<file path="src/rtl/imem_boot_loader_pkg.sv">
// Shared types and constants for the instruction-memory boot loader.
package imem_boot_loader_pkg;

  typedef enum logic [2:0] {
    HDR0 = 3'd0,
    HDR1 = 3'd1,
    DATA = 3'd2,
    CSUM = 3'd3,
    RUN  = 3'd4,
    ERR  = 3'd5
  } loader_state_e;

  localparam int HDR_BYTES  = 2;
  localparam int WORD_BYTES = 4;
  localparam int COUNT_W    = 16;

  // States in which the loader is willing to take bytes from the link.
  function automatic logic is_loading(loader_state_e s);
    return (s == HDR0) || (s == HDR1) || (s == DATA) || (s == CSUM);
  endfunction

endpackage

</file>
<file path="src/rtl/imem_boot_loader_word_assembler.sv">
// Collects little-endian bytes into 32-bit words. word_valid_o fires
// combinationally on the byte that completes a word, with word_o carrying
// the finished word in that same cycle.
module word_assembler
  import imem_boot_loader_pkg::*;
(
  input  logic        clk,
  input  logic        reset,
  input  logic        clear_i,
  input  logic        byte_valid_i,
  input  logic [7:0]  byte_i,
  output logic        word_valid_o,
  output logic [31:0] word_o
);

  logic [1:0]  cnt_q, cnt_d;
  logic [31:0] sh_q, sh_d;

  // First byte ends up in bits 7:0 after four right-shifts.
  assign word_o       = {byte_i, sh_q[31:8]};
  assign word_valid_o = byte_valid_i && !clear_i && (cnt_q == 2'(WORD_BYTES - 1));

  // Byte counter and shift register next-state.
  always_comb begin
    cnt_d = cnt_q;
    sh_d  = sh_q;
    if (clear_i) begin
      cnt_d = '0;
      sh_d  = '0;
    end else if (byte_valid_i) begin
      cnt_d = cnt_q + 2'd1;
      sh_d  = word_o;
    end
  end

  // Assembler state registers.
  always_ff @(posedge clk) begin
    if (reset) begin
      cnt_q <= '0;
      sh_q  <= '0;
    end else begin
      cnt_q <= cnt_d;
      sh_q  <= sh_d;
    end
  end

endmodule

</file>
<file path="src/rtl/imem_boot_loader.sv">
// Boot loader: receives [N lo, N hi, N*4 payload bytes, XOR checksum] over a
// byte link, writes the words into instruction memory and releases the core
// from reset only once the checksum matches.
//
// Byte handshake: a byte moves on a rising clk edge where rx_valid && rx_ready
// are both high; rx_valid is ignored while rx_ready is low, and a reload_req
// in the same cycle wins so that byte is not consumed.
module imem_boot_loader
  import imem_boot_loader_pkg::*;
#(
  parameter int          IMEM_DEPTH     = 256,
  parameter logic [31:0] BASE_ADDR      = 32'h0000_0000,
  parameter int          TIMEOUT_CYCLES = 1000000
) (
  input  logic               clk,
  input  logic               reset,
  input  logic               rx_valid,
  input  logic [7:0]         rx_data,
  output logic               rx_ready,
  input  logic               reload_req,
  output logic               imem_we,
  output logic [31:0]        imem_waddr,
  output logic [31:0]        imem_wdata,
  output logic               core_resetn,
  output logic               load_done,
  output logic               load_error,
  output logic [COUNT_W-1:0] words_loaded,
  output logic [2:0]         dbg_state
);

  localparam int HDR_W = 8 * HDR_BYTES;

  loader_state_e      state_q, state_d;
  logic [HDR_W-1:0]   count_q, count_d;
  logic [7:0]         csum_q, csum_d;
  logic [31:0]        idle_q, idle_d;
  logic               rx_ready_q, rx_ready_d;
  logic               we_q, we_d;
  logic [31:0]        waddr_q, waddr_d;
  logic [31:0]        wdata_q, wdata_d;
  logic               core_resetn_q, core_resetn_d;
  logic               done_q, done_d;
  logic               error_q, error_d;
  logic [COUNT_W-1:0] words_q, words_d;

  logic               take;
  logic [HDR_W-1:0]   hdr_count;
  logic               timeout_hit;
  logic               last_word;
  logic               word_valid;
  logic [31:0]        word;

  assign take        = rx_valid && rx_ready_q && !reload_req;
  assign hdr_count   = {rx_data, count_q[HDR_W-1:8]};
  assign timeout_hit = !take && (idle_q == 32'(TIMEOUT_CYCLES - 1));
  assign last_word   = (COUNT_W'(words_q + 1'b1) == count_q);

  word_assembler u_asm (
    .clk          (clk),
    .reset        (reset),
    .clear_i      (reload_req || (state_q == HDR1)),
    .byte_valid_i (take && (state_q == DATA)),
    .byte_i       (rx_data),
    .word_valid_o (word_valid),
    .word_o       (word)
  );

  // FSM next state; reload_req overrides everything.
  always_comb begin
    state_d = state_q;
    unique case (state_q)
      HDR0: if (take) state_d = HDR1;
      HDR1: begin
        if (take) begin
          if (hdr_count == '0)                        state_d = CSUM;
          else if (32'(hdr_count) > 32'(IMEM_DEPTH))  state_d = ERR;
          else                                        state_d = DATA;
        end else if (timeout_hit) begin
          state_d = ERR;
        end
      end
      DATA: begin
        if (word_valid && last_word) state_d = CSUM;
        else if (timeout_hit)        state_d = ERR;
      end
      CSUM: begin
        if (take)             state_d = (rx_data == csum_q) ? RUN : ERR;
        else if (timeout_hit) state_d = ERR;
      end
      RUN:     state_d = RUN;
      ERR:     state_d = ERR;
      default: state_d = ERR;
    endcase
    if (reload_req) state_d = HDR0;
  end

  // FSM state register.
  always_ff @(posedge clk) begin
    if (reset) state_q <= HDR0;
    else       state_q <= state_d;
  end

  // Datapath and registered-output next values.
  always_comb begin
    count_d       = count_q;
    csum_d        = csum_q;
    idle_d        = '0;
    wdata_d       = wdata_q;
    waddr_d       = waddr_q;
    words_d       = words_q;
    we_d          = word_valid;
    rx_ready_d    = is_loading(state_d);
    done_d        = (state_d == RUN);
    error_d       = !reload_req && (error_q || (state_d == ERR));
    core_resetn_d = (state_q == RUN) && !reload_req;

    if (take && (state_q == HDR0 || state_q == HDR1)) count_d = hdr_count;
    if (state_q == HDR1)                              csum_d  = '0;
    else if (take && state_q == DATA)                 csum_d  = csum_q ^ rx_data;

    if ((state_q == HDR1 || state_q == DATA || state_q == CSUM) && !take && !reload_req)
      idle_d = idle_q + 32'd1;

    if (word_valid) begin
      wdata_d = word;
      waddr_d = BASE_ADDR + {{(32 - COUNT_W - 2){1'b0}}, words_q, 2'b00};
      words_d = words_q + 1'b1;
    end
    if (reload_req) words_d = '0;
  end

  // Registered datapath and outputs.
  always_ff @(posedge clk) begin
    if (reset) begin
      count_q       <= '0;
      csum_q        <= '0;
      idle_q        <= '0;
      rx_ready_q    <= 1'b0;
      we_q          <= 1'b0;
      waddr_q       <= BASE_ADDR;
      wdata_q       <= '0;
      core_resetn_q <= 1'b0;
      done_q        <= 1'b0;
      error_q       <= 1'b0;
      words_q       <= '0;
    end else begin
      count_q       <= count_d;
      csum_q        <= csum_d;
      idle_q        <= idle_d;
      rx_ready_q    <= rx_ready_d;
      we_q          <= we_d;
      waddr_q       <= waddr_d;
      wdata_q       <= wdata_d;
      core_resetn_q <= core_resetn_d;
      done_q        <= done_d;
      error_q       <= error_d;
      words_q       <= words_d;
    end
  end

  assign rx_ready     = rx_ready_q;
  assign imem_we      = we_q;
  assign imem_waddr   = waddr_q;
  assign imem_wdata   = wdata_q;
  assign core_resetn  = core_resetn_q;
  assign load_done    = done_q;
  assign load_error   = error_q;
  assign words_loaded = words_q;
  assign dbg_state    = state_q;

endmodule

</file>
<file path="config.mk">
export PLATFORM = sky130hd
export DESIGN_NAME = imem_boot_loader
export DESIGN_NICKNAME = d
export VERILOG_FILES = /design/src/rtl/imem_boot_loader_pkg.sv /design/src/rtl/imem_boot_loader_word_assembler.sv /design/src/rtl/imem_boot_loader.sv
export SDC_FILE = /design/constraint.sdc
export NUM_CORES = 1
export LEC_CHECK = 0
export BUFFER_PORTS_ARGS = -buffer_cell sky130_fd_sc_hd__buf_2
export CORE_MARGIN = 2
export CORE_UTILIZATION = 45
export CTS_CLUSTER_SIZE = 10
export DETAILED_ROUTE_END_ITERATION = 10
export HOLD_SLACK_MARGIN = 0.1
export PLACE_DENSITY = 0.7
export SLEW_MARGIN = 5
export SYNTH_ARGS = -nofsm -noshare
export SYNTH_HDL_FRONTEND = slang
export SYNTH_HIERARCHICAL = 1
export SYNTH_SLANG_ARGS = --single-unit
</file>
<file path="constraint.sdc">
create_clock -name clk -period 3.25 [get_ports clk]
set_input_delay 0.4875 -clock clk [delete_from_list [all_inputs] [get_ports clk]]
set_output_delay 0.4875 -clock clk [all_outputs]
set_load 0.005 [all_outputs]
</file>
Word-level counts from Yosys, hierarchy flattened. Cells that the tools add are included.

Logic and storage cells: 73. Bits of input ports: 12. Register bits after elaboration: 162. Output and inout bits: 88.

Add/subtract/negate cells: 3. Order comparisons: 1. Bitwise logic cells: 2. Equal/unequal tests: 13. Multiplexer cells: 10. Reduce and logical (&&, ||, !) cells: 30.

Operators with widths (count): $add A32 B1 Y32 const B (1); $eq A32 B20 Y1 const B (1); $mux W3 (8); $add A16 B1 Y16 const B (1); $eq A16 B16 Y1 (1); $gt A16 B9 Y1 const B (1); $logic_not A16 Y1 (1); $pmux W3 S5 (1); $eq A3 B2 Y1 const B (4); $logic_and A1 B1 Y1 (12); $eq A3 B3 Y1 const B (3); $eq A8 B8 Y1 (1); $logic_or A1 B1 Y1 (8); $reduce_or A2 Y1 (4); $xor A8 B8 Y8 (1); $eq A3 B1 Y1 const B (2); $logic_not A3 Y1 (2); $logic_not A1 Y1 (3); $add A2 B1 Y2 const B (1); $eq A2 B2 Y1 const B (1); $mux W1 (1); $not A1 Y1 (1).

Depth between registers and ports, before layout.
Depth after elaboration: 13. Mapped depth: 12. Mapped depth without buffers: 10.

By module. Netlist, hierarchy kept.

By module, submodules not included: imem_boot_loader (cells each 655, area an instance 5886.9 um2, instances 1, seq. area each 2562.5 um2); word_assembler (cells each 95, area an instance 1043.5 um2, instances 1, seq. area each 520.5 um2).

Least setup slack after synthesis. Ideal clock, no wire load.

Kind: input to register. Start point: in reload_req. End point: reg words_q[10] (netlist: words_loaded[10]). Required time: 3.123 ns. Library setup time: 0.127 ns. Path buffers: 3. Stages on the path: 12. Slack: -0.010 ns. Arrival: 3.133 ns. Cell sequence: and3b_1 -> nand2_1 -> nor3_1 -> buf_6 -> buf_6 -> and3b_2 -> clkbuf_1 -> inv_1 -> nor4_1 -> nand3_1 -> xor2_1 -> nor2_1.

Word-level cells in the longest chain between the ends: 5. Elaborated cells on any way between the ends: 8. Those cells by class: 8 x reduce/logical.

RTL lines: start: declaration (line imem_boot_loader.sv:20) `input logic reload_req,`; $logic_not A1 Y1 (line imem_boot_loader.sv:53) `assign take = rx_valid && rx_ready_q && !reload_req;`; $logic_and A1 B1 Y1 (line imem_boot_loader.sv:53); $logic_and A1 B1 Y1 (line imem_boot_loader.sv:62) `.byte_valid_i (take && (state_q == DATA)),`; $logic_and A1 B1 Y1 (*) (2 in a row) (line imem_boot_loader_word_assembler.sv:21) `assign word_valid_o = byte_valid_i && !clear_i && (cnt_q == 2'(WORD_BYTES - 1));`; via we_d (line imem_boot_loader.sv:38) `logic we_q, we_d;`; end signal: assignment (line imem_boot_loader.sv:157) `words_q <= words_d;`; end: declaration (line imem_boot_loader.sv:44) `logic [COUNT_W-1:0] words_q, words_d;`.

The timed path passes the listed nets; every way through them passes the cells marked *. A chain may end at the register's enable or synchronous reset.

Worst setup path after layout.
Start point: reg words_q[1] (netlist: words_loaded[1]). End point: reg done_q (netlist: load_done).

Word-level cells in the longest chain between the ends: 7.

RTL lines: $add A16 B1 Y16 (line imem_boot_loader.sv:56) `assign last_word = (COUNT_W'(words_q + 1'b1) == count_q);`; $eq A16 B16 Y1 (line imem_boot_loader.sv:56); $logic_and A1 B1 Y1 (line imem_boot_loader.sv:83) `if (word_valid && last_word) state_d = CSUM;`; $mux W3 (line imem_boot_loader.sv:83); $pmux W3 S5 (line imem_boot_loader.sv:71) `unique case (state_q)`; $mux W3 (line imem_boot_loader.sv:94) `if (reload_req) state_d = HDR0;`; $eq A3 B3 Y1 (line imem_boot_loader.sv:113) `done_d = (state_d == RUN);`; end signal: assignment (line imem_boot_loader.sv:155) `done_q <= done_d;`; end: declaration (line imem_boot_loader.sv:42) `logic done_q, done_d;`.

No other way between the ends.

==> impl_metrics.csv <==
group,metric,value,unit
floorplan,io_pins,100,
sta,period_needed,2.63,ns
sta,min_period_over_period,0.809,
global_route,grt_use_total,0.187,
logic_synthesis,async_flop_share,0,
sta,grt_setup_unrepaired,"false",
clock_tree,cts_max_level,4,
sta,finalHoldViolCount,0,
global_route,grt_max_degree,61,
floorplan,die_h,128,um
clock_tree,cts_buffer_depth,2,
route,firstDrtPassIters,5,
final_layout,final_area,7930,um2
clock_tree,postCtsSetupRepairBufs,0,
final_layout,drive_gt1_frac,0.172,
hold_path,hp-start,"reset",
logic_synthesis,synth_edf_count,0,
sta,setup_tns,0,ns
floorplan,initial_core_util,0.458,
final_layout,nets,833,
route,via_count,5230,
hold_path,min_to,"imem_waddr[11]",
power,ir_drop,410,uV
clock_tree,cts_tree,"built",
logic_synthesis,synth_largest_area_cell,"dfxtp_1",
clock_tree,cts_num_sinks,154,
outcome,outcome,"finished, final reports clean",
final_layout,fill_cells,1384,
worst_setup_path,timing.rr.start,"words_loaded[1]",
global_route,grt.busiest_layer,"met2",
global_route,antenna_found_initial,0,
logic_synthesis,synth-seq-cells,154,
sta,setup_viol,0,
clock_tree,cts_root_buf,"clkbuf_16",
global_route,use_met1,0.239,
sta,hold_ws,0.410,ns
worst_setup_path,reg2reg_slack,0.62,ns
logic_synthesis,synth_area,6930,um2
logic_synthesis,seq_area_frac_synth,0.445,
sta,clock.fmax,380,MHz
placed_design,placed_cell_area,7360,um2
sta,relSlewSlack,0.333,
hold_path,hold_class,"in2reg",
placed_design,hpwl,9.99,mm
worst_setup_path,worstPathCellList,"ha_1 -> nand2_1 -> nor4_1 -> o211a_1 -> o22ai_1 -> nor4_2 -> o21ai_1 -> and3_1",
placed_design,gp_congestion,0.852,
placed_design,io_buffers,83,
worst_setup_path,critical-path-top-delay-family,"simple AND/OR/NAND/NOR gates",
clock_tree,cts_hold_buf,0,
worst_setup_path,critPathBufInv,0,
logic_synthesis,syn_area_per_cell,9.24,um2
sta,tightest_slew,1.00,ns
floorplan,die_w,128,um
logic_synthesis,yosysTopAreaCellShare,0.445,
global_route,grt_pass1_wl,24.5,mm
route,drc,0,
worst_setup_path,cp.required,3.56,ns
global_route,met2_usage,0.312,
route,vias_per_cell,5.13,
route,drt.antenna.violating_nets,0,
hold_path,min_path_cells,2,
worst_setup_path,crit_type,"reg2reg",
clock_tree,clkSlewWorstSetupHoldPaths,0.06,ns
worst_setup_path,worstPathArrival,2.94,ns
logic_synthesis,netlist_instances,750,
final_layout,diodes,0,
clock_tree,clk_latency,0.42,ns
power,power.leakage,2.98,nW
worst_setup_path,worstReg2RegEnd,"load_done",
clock_tree,cts_resized,0,
floorplan,coreArea,15100,um2
floorplan,die_area,16400,um2
worst_setup_path,r2r_cells,8,
worst_setup_path,path_max_fanout,9,
global_route,grt_pass1_vias,4854,
floorplan,fp-row-count,45,
worst_setup_path,cpPeakStageDelay,0.46,ns
clock_tree,numCtsBuffers,17,
sta,slew_violations,0,
logic_synthesis,synth_area_leaders,"dfxtp_1 (44%), mux2i_1 (13%), nor2_1 (8.6%)",
final_layout,area_growth,14.4,%
logic_synthesis,ys.flop_type,"dfxtp_1",
worst_setup_path,crit_slowest_cell,"dfxtp_1",
route,drt-total-wl,14.7,mm
global_route,grt-ovfl-total,0,
worst_setup_path,endpoint_kind,"flop",
flow_run,cap_violations,0,
worst_setup_path,crit_path_start_kind,"flop",
sta,skew,0.00736,ns
global_route,use_met3,0.0476,
logic_synthesis,yosysWarnings,6,
logic_synthesis,yosysUniqueCellTypes,64,
route,post_drt_wl_per_cell,14.5,um
route,drt_iter0_markers,305,
power,p_per_area,491,nW/um2
## through the flow
| stage | instances | util | worst slack (ns) | total power [mW] |
|---|---|---|---|---|
| after global routing | 1019 | 0.524 | 0.412 | 4.04 |
| final | 1019 | 0.524 | 0.619 | 3.89 |
| after CTS | 1019 | 0.524 | 0.628 | 3.93 |
| after floorplan | 765 | - | 0.221 | 2.03 |
| after detailed placement | 987 | 0.486 | 0.376 | 2.04 |
| after global placement | 987 | 0.486 | 0.496 | 2.04 |
## how the worst max path moves through the flow
stage                    startpoint          endpoint  slack [ns]  cells after the start
floorplan                reload_req  words_loaded[10]        0.22                     12
detailed placement       reload_req         load_done        0.38                     11
finish              words_loaded[1]         load_done        0.62                      8
global route               rx_ready         load_done        0.41                     10
CTS                 words_loaded[1]         load_done        0.63                      8
global placement         reload_req         load_done        0.50                     11
## cell usage after synthesis, types with 2 or more instances
cell type	instances
o21ai_0	10
buf_6	4
buf_2	8
buf_1	4
dfxtp_1	154
buf_8	2
o211a_1	2
or4_1	3
nand2b_1	3
xor2_1	50
o22ai_1	3
a2111oi_0	2
buf_4	26
nor4_1	11
nand4_1	20
nand3_1	18
nor4_2	2
o21ai_1	2
nor3b_1	2
xnor2_1	27
inv_1	7
a21oi_1	11
clkbuf_1	18
and4_1	5
and3_1	8
nand4b_1	2
o211ai_1	3
mux2i_1	90
and2_1	3
or2_2	3
nor3_1	11
nor2_1	159
ha_1	3
a31oi_1	2
or3_1	6
nand2_1	38
## area by class of cell
class                           count  area, um2  area share
Clock buffer                       22        464      0.0585
Clock inverter                     10        106      0.0134
Inverter                            7       26.3     0.00331
Multi-Input combinational cell    542       3500       0.442
Sequential cell                   154       3080       0.389
Tap cell                          188        235      0.0297
Timing Repair Buffer               96        513      0.0647
## registers in the layout (all words and copies together) (netlist names)
| name | count |
|---|---|
| load_done | 1 |
| u_asm/cnt_q | 2 |
| imem_waddr | 16 |
| core_resetn | 1 |
| idle_q | 32 |
| dbg_state | 3 |
| imem_wdata | 32 |
| load_error | 1 |
| imem_we | 1 |
| u_asm/sh_q | 24 |
| count_q | 16 |
| rx_ready | 1 |
| csum_q | 8 |
| words_loaded | 16 |
## layout by cell type, fill, tap and decap left out, types with 3 or more instances in the layout
| cell | Yosys | routed |
|---|---|---|
| nor4_1 | 11 | 11 |
| and2_1 | 3 | 3 |
| buf_4 | 26 | 13 |
| a21oi_1 | 11 | 11 |
| ha_1 | 3 | 3 |
| and4_1 | 5 | 5 |
| nor2_1 | 159 | 159 |
| or3_1 | 6 | 6 |
| nand2b_1 | 3 | 3 |
| inv_1 | 7 | 7 |
| dfxtp_1 | 154 | 154 |
| conb_1 | 1 | 16 |
| o211ai_1 | 3 | 3 |
| xnor2_1 | 27 | 27 |
| inv_6 | 0 | 5 |
| or4_1 | 3 | 3 |
| nand2_1 | 38 | 38 |
| clkbuf_16 | 0 | 17 |
| o22ai_1 | 3 | 3 |
| xor2_1 | 50 | 50 |
| nand3_1 | 18 | 18 |
| or2_2 | 3 | 3 |
| clkbuf_1 | 18 | 3 |
| o21ai_0 | 10 | 10 |
| and3_1 | 8 | 8 |
| buf_2 | 8 | 83 |
| nand4_1 | 20 | 20 |
| mux2i_1 | 90 | 90 |
| nor3_1 | 11 | 9 |
## logic make-up (layout without fill, tap and decap cells)
kind of cell	after synthesis	after routing	share of synthesized area
AND/OR/NAND/NOR	309	309	0.214
AO/OA/AOI/OAI	47	47	0.0478
flip-flops	154	154	0.445
multiplexers	90	90	0.130
other	1	16	0.000541
XOR/XNOR	77	77	0.0973
adder cells (fa/ha/maj)	3	3	0.00542
buffers and inverters	69	135	0.0605
## power breakdown
| part | internal [mW] | leakage, nW | switching [mW] | total [mW] |
|---|---|---|---|---|
| combinational | 0.0318 | 1.46 | 0.0686 | 0.100 |
| clock | 1.11 | 0.273 | 0.786 | 1.89 |
| sequential | 1.89 | 1.24 | 0.00682 | 1.90 |
## per-layer routing
metal,share of wire,routed length (um),vias to the layer above
li1,-,-,2671
met1,0.47,6910,2428
met4,0.012,171,0
met3,0.041,606,15
met2,0.48,7060,116
met5,0,0,-
No activity file was read; power rests on OpenSTA's default activity.
